===== config.mk =====
export PLATFORM = sky130hd
export DESIGN_NAME = stopwatch_fsm_core
export DESIGN_NICKNAME = d
export VERILOG_FILES = /design/src/rtl/stopwatch_pkg.sv /design/src/rtl/stopwatch_fsm_core_bcd_digit.sv /design/src/rtl/stopwatch_fsm_core.sv
export SDC_FILE = /design/constraint.sdc
export NUM_CORES = 1
export LEC_CHECK = 0
export BUFFER_PORTS_ARGS = -buffer_cell sky130_fd_sc_hd__buf_2
export CORE_MARGIN = 5
export CORE_UTILIZATION = 35
export CTS_BUF_LIST = sky130_fd_sc_hd__clkbuf_8
export CTS_CLUSTER_SIZE = 30
export DETAILED_ROUTE_END_ITERATION = 10
export PLACE_DENSITY_LB_ADDON = 0.12
export SLEW_MARGIN = 10
export SYNTH_ARGS = -nofsm -noshare
export SYNTH_HDL_FRONTEND = slang
export SYNTH_SLANG_ARGS = --single-unit

===== constraint.sdc =====
create_clock -name clk_in -period 3.4 [get_ports clk_in]
set_input_delay 0.34 -clock clk_in [delete_from_list [all_inputs] [get_ports clk_in]]
set_output_delay 0.34 -clock clk_in [all_outputs]
set_load 0.1 [all_outputs]

===== src/rtl/stopwatch_pkg.sv =====
// Shared constants for the stopwatch: state encoding, BCD digit geometry and display layout.
package stopwatch_pkg;

  typedef enum logic [1:0] {
    ST_IDLE    = 2'b00,
    ST_RUNNING = 2'b01,
    ST_LAP     = 2'b10,
    ST_PAUSED  = 2'b11
  } state_t;

  localparam int DIGIT_W    = 4;
  localparam int NUM_DIGITS = 6;
  localparam int DISP_W     = DIGIT_W * NUM_DIGITS;
  localparam int MOD_DEC    = 10;
  localparam int MOD_SEX    = 6;

  localparam int HUND1_LSB  = 0;
  localparam int HUND10_LSB = 4;
  localparam int SEC1_LSB   = 8;
  localparam int SEC10_LSB  = 12;
  localparam int MIN1_LSB   = 16;
  localparam int MIN10_LSB  = 20;

  // Digit 3 (sec10) counts 0-5; every other digit is decimal.
  function automatic int digit_modulus(input int idx);
    return (idx == 3) ? MOD_SEX : MOD_DEC;
  endfunction

endpackage


===== src/rtl/stopwatch_fsm_core_bcd_digit.sv =====
// Modulo-N BCD digit: registered value, clr beats inc_in, carry_out is combinational.
module bcd_digit_counter
  import stopwatch_pkg::*;
#(
  parameter int MODULUS = 10
) (
  input  logic               clk_in,
  input  logic               reset,
  input  logic               clr,
  input  logic               inc_in,
  output logic [DIGIT_W-1:0] value,
  output logic               carry_out
);

  logic [DIGIT_W-1:0] value_q, value_d;
  logic               at_max;

  assign at_max    = (value_q == DIGIT_W'(MODULUS - 1));
  assign carry_out = inc_in & at_max;
  assign value     = value_q;

  always_comb begin
    value_d = value_q;
    if (clr) begin
      value_d = '0;
    end else if (inc_in) begin
      value_d = at_max ? '0 : value_q + DIGIT_W'(1);
    end
  end

  always_ff @(posedge clk_in or posedge reset) begin
    if (reset) value_q <= '0;
    else       value_q <= value_d;
  end

endmodule


===== src/rtl/stopwatch_fsm_core.sv =====
// Stopwatch control: samples the divided clock as data for a 1 ms tick, runs the
// IDLE/RUNNING/LAP/PAUSED FSM and keeps BCD MM:SS.hh with a frozen lap display.
module stopwatch_fsm_core
  import stopwatch_pkg::*;
#(
  parameter int TICKS_PER_HUND = 10,
  parameter int MAX_MIN        = 59
) (
  input  logic              clk_in,
  input  logic              reset,
  input  logic              tick_clk,
  input  logic              btn_start_stop,
  input  logic              btn_lap,
  input  logic              btn_clear,
  output logic [DISP_W-1:0] disp_bcd,
  output logic [1:0]        state,
  output logic              running,
  output logic              rollover
);

  logic tick_sync1_q, tick_sync2_q, tick_hist_q;
  logic ss_hist_q, lap_hist_q, clr_hist_q;
  logic tick_pulse, ss_evt, lap_evt, clr_evt;

  state_t             state_q, state_d;
  logic [DISP_W-1:0]  lap_q, lap_d;
  logic [DISP_W-1:0]  disp_q, disp_d;
  logic               running_q, running_d;
  logic               rollover_q, rollover_d;
  logic [15:0]        presc_q, presc_d;

  logic [DISP_W-1:0]     count_live;
  logic [NUM_DIGITS-1:0] dig_inc, dig_cy;
  logic                  count_en, presc_wrap, hund_step, clear_all;
  logic                  min_at_max, wrap_evt, dig_clr;

  assign tick_pulse = tick_sync2_q & ~tick_hist_q;

  // start_stop > lap > clear when presses land on the same cycle.
  assign ss_evt  = btn_start_stop & ~ss_hist_q;
  assign lap_evt = btn_lap & ~lap_hist_q & ~ss_evt;
  assign clr_evt = btn_clear & ~clr_hist_q & ~ss_evt & ~(btn_lap & ~lap_hist_q);

  assign count_en   = tick_pulse & ((state_q == ST_RUNNING) | (state_q == ST_LAP));
  assign presc_wrap = (presc_q == 16'(TICKS_PER_HUND - 1));
  assign hund_step  = count_en & presc_wrap;

  assign dig_inc = {dig_cy[NUM_DIGITS-2:0], hund_step};

  for (genvar i = 0; i < NUM_DIGITS; i++) begin : g_digit
    bcd_digit_counter #(
      .MODULUS(digit_modulus(i))
    ) u_digit (
      .clk_in   (clk_in),
      .reset    (reset),
      .clr      (dig_clr),
      .inc_in   (dig_inc[i]),
      .value    (count_live[i*DIGIT_W +: DIGIT_W]),
      .carry_out(dig_cy[i])
    );
  end

  // The minute pair wraps at MAX_MIN:59.99 rather than at its natural 99.
  assign min_at_max = (count_live[MIN10_LSB +: DIGIT_W] == DIGIT_W'(MAX_MIN / 10)) &
                      (count_live[MIN1_LSB  +: DIGIT_W] == DIGIT_W'(MAX_MIN % 10));
  assign wrap_evt   = (dig_cy[3] & min_at_max) | dig_cy[NUM_DIGITS-1];
  assign dig_clr    = clear_all | wrap_evt;

  always_comb begin
    state_d   = state_q;
    lap_d     = lap_q;
    clear_all = 1'b0;
    case (state_q)
      ST_IDLE: begin
        if (ss_evt) state_d = ST_RUNNING;
      end
      ST_RUNNING: begin
        if (ss_evt) begin
          state_d = ST_PAUSED;
        end else if (lap_evt) begin
          state_d = ST_LAP;
          lap_d   = count_live;
        end
      end
      ST_LAP: begin
        if (ss_evt) begin
          state_d = ST_PAUSED;
          lap_d   = '0;
        end else if (lap_evt) begin
          lap_d = count_live;
        end
      end
      ST_PAUSED: begin
        if (ss_evt) begin
          state_d = ST_RUNNING;
        end else if (clr_evt) begin
          state_d   = ST_IDLE;
          clear_all = 1'b1;
        end
      end
    endcase
  end

  always_comb begin
    presc_d = presc_q;
    if (clear_all)     presc_d = '0;
    else if (count_en) presc_d = presc_wrap ? '0 : presc_q + 16'd1;
  end

  assign disp_d     = (state_q == ST_LAP) ? lap_q : count_live;
  assign running_d  = (state_d == ST_RUNNING) | (state_d == ST_LAP);
  assign rollover_d = wrap_evt;

  always_ff @(posedge clk_in or posedge reset) begin
    if (reset) begin
      tick_sync1_q <= 1'b0;
      tick_sync2_q <= 1'b0;
      tick_hist_q  <= 1'b0;
      ss_hist_q    <= 1'b0;
      lap_hist_q   <= 1'b0;
      clr_hist_q   <= 1'b0;
      state_q      <= ST_IDLE;
      lap_q        <= '0;
      disp_q       <= '0;
      running_q    <= 1'b0;
      rollover_q   <= 1'b0;
      presc_q      <= '0;
    end else begin
      tick_sync1_q <= tick_clk;
      tick_sync2_q <= tick_sync1_q;
      tick_hist_q  <= tick_sync2_q;
      ss_hist_q    <= btn_start_stop;
      lap_hist_q   <= btn_lap;
      clr_hist_q   <= btn_clear;
      state_q      <= state_d;
      lap_q        <= lap_d;
      disp_q       <= disp_d;
      running_q    <= running_d;
      rollover_q   <= rollover_d;
      presc_q      <= presc_d;
    end
  end

  assign disp_bcd = disp_q;
  assign state    = state_q;
  assign running  = running_q;
  assign rollover = rollover_q;

endmodule


==> results of run 1 <==
==> kinds of logic after synthesis <==
family | count (synthesis)
compound gates | 104
fa+ha+maj | 19
mux | 23
buf+inv | 38
xor+xnor | 15
simple gates | 170
flops | 98
==> metrics by stage <==
stage	cell area, sq um	power (mW)	hold slack (ns)	utilization, %
detailed placement	5131	2.987	0.3497	38.44
finish	5349	3.783	0.06002	40.07
global route	5349	4.041	0.03410	40.07
global placement	5131	2.964	0.3392	38.44
CTS	5349	3.845	0.03892	40.07
floorplan	4793	2.723	0.3312	-
==> worst max path at each step <==
stage | from | end | slack (ns) | cells past startpoint
2_1_floorplan | reset | clr_hist_q | 0.50 | 1
3_3_place_gp | state[1] | lap_q[11] | 1.20 | 7
3_5_place_dp | state[1] | lap_q[14] | 1.05 | 7
4_1_cts | state[1] | lap_q[14] | 1.03 | 7
5_1_grt | state[1] | lap_q[14] | 0.89 | 7
6_report | state[1] | lap_q[14] | 1.08 | 7
==> layer usage <==
metal / global-route usage, % / part of all wire, % / vias up
li1: - / - / 1714
met1: 18.47 / 46 / 1709
met2: 23.13 / 48 / 57
met3: 4.508 / 4.5 / 9
met4: 4.479 / 1.4 / 0
met5: 0 / 0 / -
==> critical path: stages, from the launching register on <==
cell	delay [ns]
dfrtp_1	0.46
inv_1	0.11
ha_1	0.20
nor2_1	0.07
nor2_1	0.77
buf_4	0.36
a22oi_1	0.08
o21ai_0	0.18
==> power groups by stage <==
stage	sequential [mW]	clock [mW]	combinational (mW)
global route	1.63	0.933	1.48
detailed placement	1.61	0	1.38
CTS	1.58	0.878	1.38
floorplan	2.10	0	0.620
global placement	1.60	0	1.36
finish	1.58	0.845	1.36
==> sequential cells by signal, summed over array words and instances, names as in the netlist, 2 cells and up <==
register / flops
state: 2
g_digit.u_digit.value: 24
disp_bcd: 24
presc_q: 16
lap_q: 24
==> layout make-up <==
cell class / instances / area [sq um]
Sequential cell: 98 / 2452
Timing Repair Buffer: 41 / 225.2
Clock buffer: 9 / 123.9
Multi-Input combinational cell: 331 / 2182
Fill cell: 1337 / 7999
Inverter: 13 / 51.30
Clock inverter: 7 / 93.84
Tap cell: 176 / 220.2
==> cells in the mapped netlist, drive strengths merged <==
cell type / count
a21boi: 1
a21o: 3
a21oi: 18
a22oi: 24
a311oi: 1
a31o: 1
a31oi: 3
a41o: 1
a41oi: 2
and2: 4
and3: 8
and3b: 4
and4: 5
buf: 5
clkbuf: 20
dfrtp: 98
ha: 19
inv: 13
mux2: 18
mux2i: 5
nand2: 55
nand2b: 3
nand3: 19
nand3b: 3
nand4: 13
nand4b: 1
nor2: 29
nor2b: 3
nor3: 6
nor4: 2
nor4b: 2
o21a: 1
o21ai: 43
o22ai: 2
o311ai: 1
o31ai: 1
o32a: 1
o41a: 1
or2: 1
or3: 10
or3b: 1
or4: 1
xnor2: 2
xor2: 13
==> metrics.md, run 1 <==
| Metric | Value |
|---|---|
| Status | `finished, final reports clean` |
| Cts bufs inserted | `9` |
| Least-Margin Pin Slew | `between 1 and 1.5 ns` |
| Row count | `42` |
| Total track usage | `~14%` |
| Cells after Synth | `approximately 470` |
| Crit Path Category | `reg -> reg` |
| DRT iter0 DRCs | `about 190` |
| Crit start category | `register` |
| GPL Wtd Cong | `around 0.76` |
| Area leader, netlist | `dfrtp_1` |
| Share of power burned in registers | `roughly two fifths` |
| Crit end category | `register` |
| Latest clock arrival within the worst-skew pair | `about 0.4 ns` |
| TritonCTS clock tree | `built` |
| Tcrit/Tclk final | `roughly 68%` |
| Xor and xnor area share after synthesis | `under 10%` |
| First-pass GRT wire length | `18,350 um` |
| Post-route minimum period | `about 2.3 ns` |
| Routed WL | `10,720 um` |
| Critical path arrival | `~2.6 ns` |
| DRT Pass-1 Iters | `4` |
| Nets@finish | `approximately 520` |
| Max-cap violations | `0` |
| # DRC | `0` |
| Final Hold Viols | `0` |
| Top post-synthesis cells by area | `dfrtp_1 51%, ha_1 5.0%, nand2_1 4.2%` |
| Post_cts resized | `0` |
| Crit path required time | `3.71 ns` |
| Slew HR | `roughly 31%` |
| CTS clk-pin slew, worst paths | `~0.1 ns` |
| Net Count, Synth | `just under 500` |
| Total congestion overflow | `0` |
| Comb power frac | `35.8%` |
| CTS root buffer | `clkbuf_8` |
| Initial Util | `between 30% and 40%` |
| RSZ-0062 raised after global routing | `no` |
| Non-Filler Instances | `between 600 and 700` |
| Sw frac | `43.04%` |
| Mean post-synth cell area | `10.26 sq um` |
| Antenna violations before repair | `0` |
| R2R Setup Slk | `1.08 ns` |
| Reg2reg end | `lap_q[14]` |
| Worst IR Drop VDD | `0.3697 mV` |
| Vias per cell | `~5.2` |
| Antenna viol nets, final | `0` |
| Cell depth of the worst flop-to-flop path | `7` |
| Post-synthesis sequential area ratio | `about half` |
| Post-CTS setup buffers | `0` |
| Die Wd | `about 130 um` |
| FF-to-FF Start | `state[1]` |
| Number of synthesized register bits | `between 90 and 100` |
| Worst Hold Class | `in -> async` |
| Post-route setup slack | `1.081 ns` |
| Via count | `roughly 3.5k` |
| Commonest cells after routing, fill and taps aside | `98 x dfrtp_1, 54 x nand2_1, 36 x o21ai_0` |
| # IOs | `34` |
| Fmax | `about 430 MHz` |
| NetSw | `around 1.6 mW` |
| Area grow syn2layout | `11.59%` |
| Worst slack, placed | `roughly 1.0 ns` |
| Largest family of logic cells by synthesized area | `simple AND/OR/NAND/NOR gates` |
| Pin count of the biggest net entering global routing | `56` |
| Leakage | `roughly 2.5 nW` |
| Placed insts | `659` |
| Most common cell after layout, fill and taps aside | `dfrtp_1` |
| Final setup viols | `0` |
| Adder-Cell Fraction of Synth Area | `under 10%` |
| Yosys Warn Count | `0` |
| Top-area cell type share of the netlist area | `around half` |
| Synth unique cells | `56` |
| Detailed Place HPWL | `~7000 um` |
| Post-synthesis mux area share | `under 10%` |
| Wirelength per Cell | `around 16 um` |
| TritonCTS Sinks | `98` |
| Worst Path Max Fanout | `13` |
| H-tree levels | `3` |
| Post-synthesis compound-gate area fraction | `13.29%` |
| Die Ht | `about 130 um` |
| Cts hold-fix bufs | `0` |
| Number of inserted diodes | `0` |
| Maximum clock path buffer count | `2` |
| Vias in the first global route | `3,559` |
| Pwr/cell area | `~710 mW/mm^2` |
| Port bufs | `33` |
| Skew final | `0.01828 ns` |
| Slew Viols, Final | `0` |
| Pint | `between 2 and 2.5 mW` |
| Layout cell share with drive strength beyond 1 | `17.03%` |
| Fin Setup TNS | `0 ns` |
| Synthesized area | `~0.0048 sq mm` |
| Die area | `between 0.015 and 0.02 sq mm` |
| CORE AREA | `about 0.013 sq mm` |
| Clock power share | `22.3%` |
| Post-Synth Simple-Gate Area | `roughly a fifth` |
(Power assumes the default switching activity.)
==> inputs of run 2 (changes only) <==
Clock period 3.4 ns to 2.1 ns, I/O delays scaled along.
==> metrics.md, run 2 (same netlist as run 1, synthesis figures left out) <==
| Metric | Value |
|---|---|
| Fmax | `about 500 MHz` |
| Row count | `42` |
| Antenna violations before repair | `0` |
| CORE AREA | `roughly 0.013 sq mm` |
| Placed insts | `roughly 700` |
| Max-cap violations | `0` |
| Number of inserted diodes | `0` |
| TritonCTS Sinks | `98` |
| Final Hold Viols | `0` |
| Worst Hold Class | `reg -> reg` |
| Via count | `around 3.7k` |
| Non-Filler Instances | `709` |
| Sw frac | `between 40% and 50%` |
| DRT iter0 DRCs | `255` |
| Worst IR Drop VDD | `0.4885 mV` |
| Routed WL | `about 11,000 um` |
| Pwr/cell area | `roughly 1100 mW/mm^2` |
| Clock power share | `20.8%` |
| Post-route minimum period | `between 1.5 and 2 ns` |
| CTS clk-pin slew, worst paths | `approximately 0.10 ns` |
| Detailed Place HPWL | `about 7500 um` |
| Pint | `roughly 3.6 mW` |
| Nets@finish | `between 500 and 600` |
| Fin Setup TNS | `0 ns` |
| Least-Margin Pin Slew | `~0.66 ns` |
| Hold Slack | `around 0.36 ns` |
| Vias in the first global route | `between 3k and 4k` |
| Area grow syn2layout | `19.84%` |
| Commonest cells after routing, fill and taps aside | `96 x dfrtp_1, 54 x nand2_1, 36 x o21ai_0` |
| TritonCTS clock tree | `built` |
| Most common cell after layout, fill and taps aside | `dfrtp_1` |
| Cts bufs inserted | `9` |
| H-tree levels | `3` |
| Die Ht | `127.0 um` |
| Leakage | `roughly 2.7 nW` |
| # IOs | `34` |
| Total track usage | `between 10% and 20%` |
| Die Wd | `approximately 130 um` |
| Die area | `between 0.015 and 0.02 sq mm` |
| Slew HR | `a little under three fifths` |
| Worst slack, placed | `0.02082 ns` |
| Critical path arrival | `roughly 2.3 ns` |
| Pin count of the biggest net entering global routing | `between 40 and 50` |
| Max incr delay on CP | `about 0.42 ns` |
| Crit start category | `register` |
| Power Total | `6.321 mW` |
| Final setup viols | `0` |
| Wirelength per Cell | `between 15 and 20 um` |
| Initial Util | `a little over a third` |
| Fillers | `~1.3k` |
| CTS root buffer | `clkbuf_8` |
| Crit Path Category | `reg -> reg` |
| Min-delay src | `tick_sync1_q` |
| GPL Wtd Cong | `0.8068` |
| Tcrit/Tclk final | `a little over nine tenths` |
| Port bufs | `33` |
| Antenna viol nets, final | `0` |
| Latest clock arrival within the worst-skew pair | `between 0.3 and 0.4 ns` |
| Placed cell area | `0.005364 sq mm` |
| Critical-path cell list | `inv_2 > ha_4 > nor4b_4 > buf_4 > and4_2 > and3_1 > nand4b_1 > a21oi_1` |
| Comb power frac | `39.4%` |
| Final Cell Area | `around 0.0057 sq mm` |
| Slowest CP cell | `dfrtp_1` |
| Status | `finished, final reports clean` |
| # DRC | `0` |
| Layout cell share with drive strength beyond 1 | `roughly a quarter` |
| Slew Viols, Final | `0` |
| Crit path from | `presc_q[1]` |
| Worst Path Max Fanout | `6` |
| First-pass GRT wire length | `~18,000 um` |
| Crit path required time | `~2.4 ns` |
| Post-route setup slack | `0.1027 ns` |
| FF-to-FF Start | `presc_q[1]` |
| Crit end category | `register` |
| Share of power burned in registers | `39.8%` |
| NetSw | `about 2.7 mW` |
| Skew final | `roughly 0.013 ns` |
| DRT Pass-1 Iters | `4` |
| Maximum clock path buffer count | `2` |
| Total congestion overflow | `0` |
| Core Util, Final | `43.04%` |
| RSZ-0062 raised after global routing | `yes` |
| Vias per cell | `a little over 5` |
## run 2: final cells by class
class	count	area (sq um)	share of cell area, %
tap	176	220.2	3.834
sequential	98	2455	42.74
inverter	13	52.55	0.9148
clock inverter	4	48.80	0.8495
clock buffer	12	165.2	2.875
multi-input combinational	333	2262	39.38
timing repair buffer	73	540.5	9.410
## run 2: path summary, 6_finish.rpt
kind,endpoint,slack (ns),cells past startpoint
setup / recovery,g_digit[4].u_digit.value[2],0.10,8
hold / removal,tick_sync2_q,0.36,0
setup reg to reg,g_digit[4].u_digit.value[2],0.10,8
hold reg to reg,tick_sync2_q,0.36,0
max in group asynchronous,lap_q[21],1.02,4
min in group asynchronous,disp_bcd[3],0.47,3
## run 2: per-layer routing
layer / GRT usage, % / up-vias / wire, um
met5: 0 / - / 0
met4: 5.300 / 0 / 183
met3: 2.504 / 13 / 369
met2: 21.76 / 57 / 5040
met1: 19.77 / 1797 / 5542
li1: - / 1793 / -
## run 2: what timing repair did
| action | CTS | global route |
|---|---|---|
| setup buffers | 0 | 5 |
| endpoints found under the hold margin | 30 | 0 |
| gates resized for setup | 0 | 10 |
| hold buffers | 5 | 0 |
| setup endpoints to repair | 0 | 19 |
## run 2: power by group through the flow
stage               registers, mW  clock network [mW]  logic, mW
finish                       2.52                1.32       2.49
global placement             2.54                   0       2.39
CTS                          2.51                1.37       2.44
detailed placement           2.55                   0       2.42
floorplan                    3.41                   0       1.01
global route                 2.57                1.43       2.70
## run 2: worst max-delay path: cells and delay by family, from the launching register on
family	cells	cell delay (ns)
flip-flops	1	0.42
AND/OR/NAND/NOR	4	0.96
AO/OA/AOI/OAI	1	0.17
adder cells (fa/ha/maj)	1	0.12
buffers and inverters	2	0.26
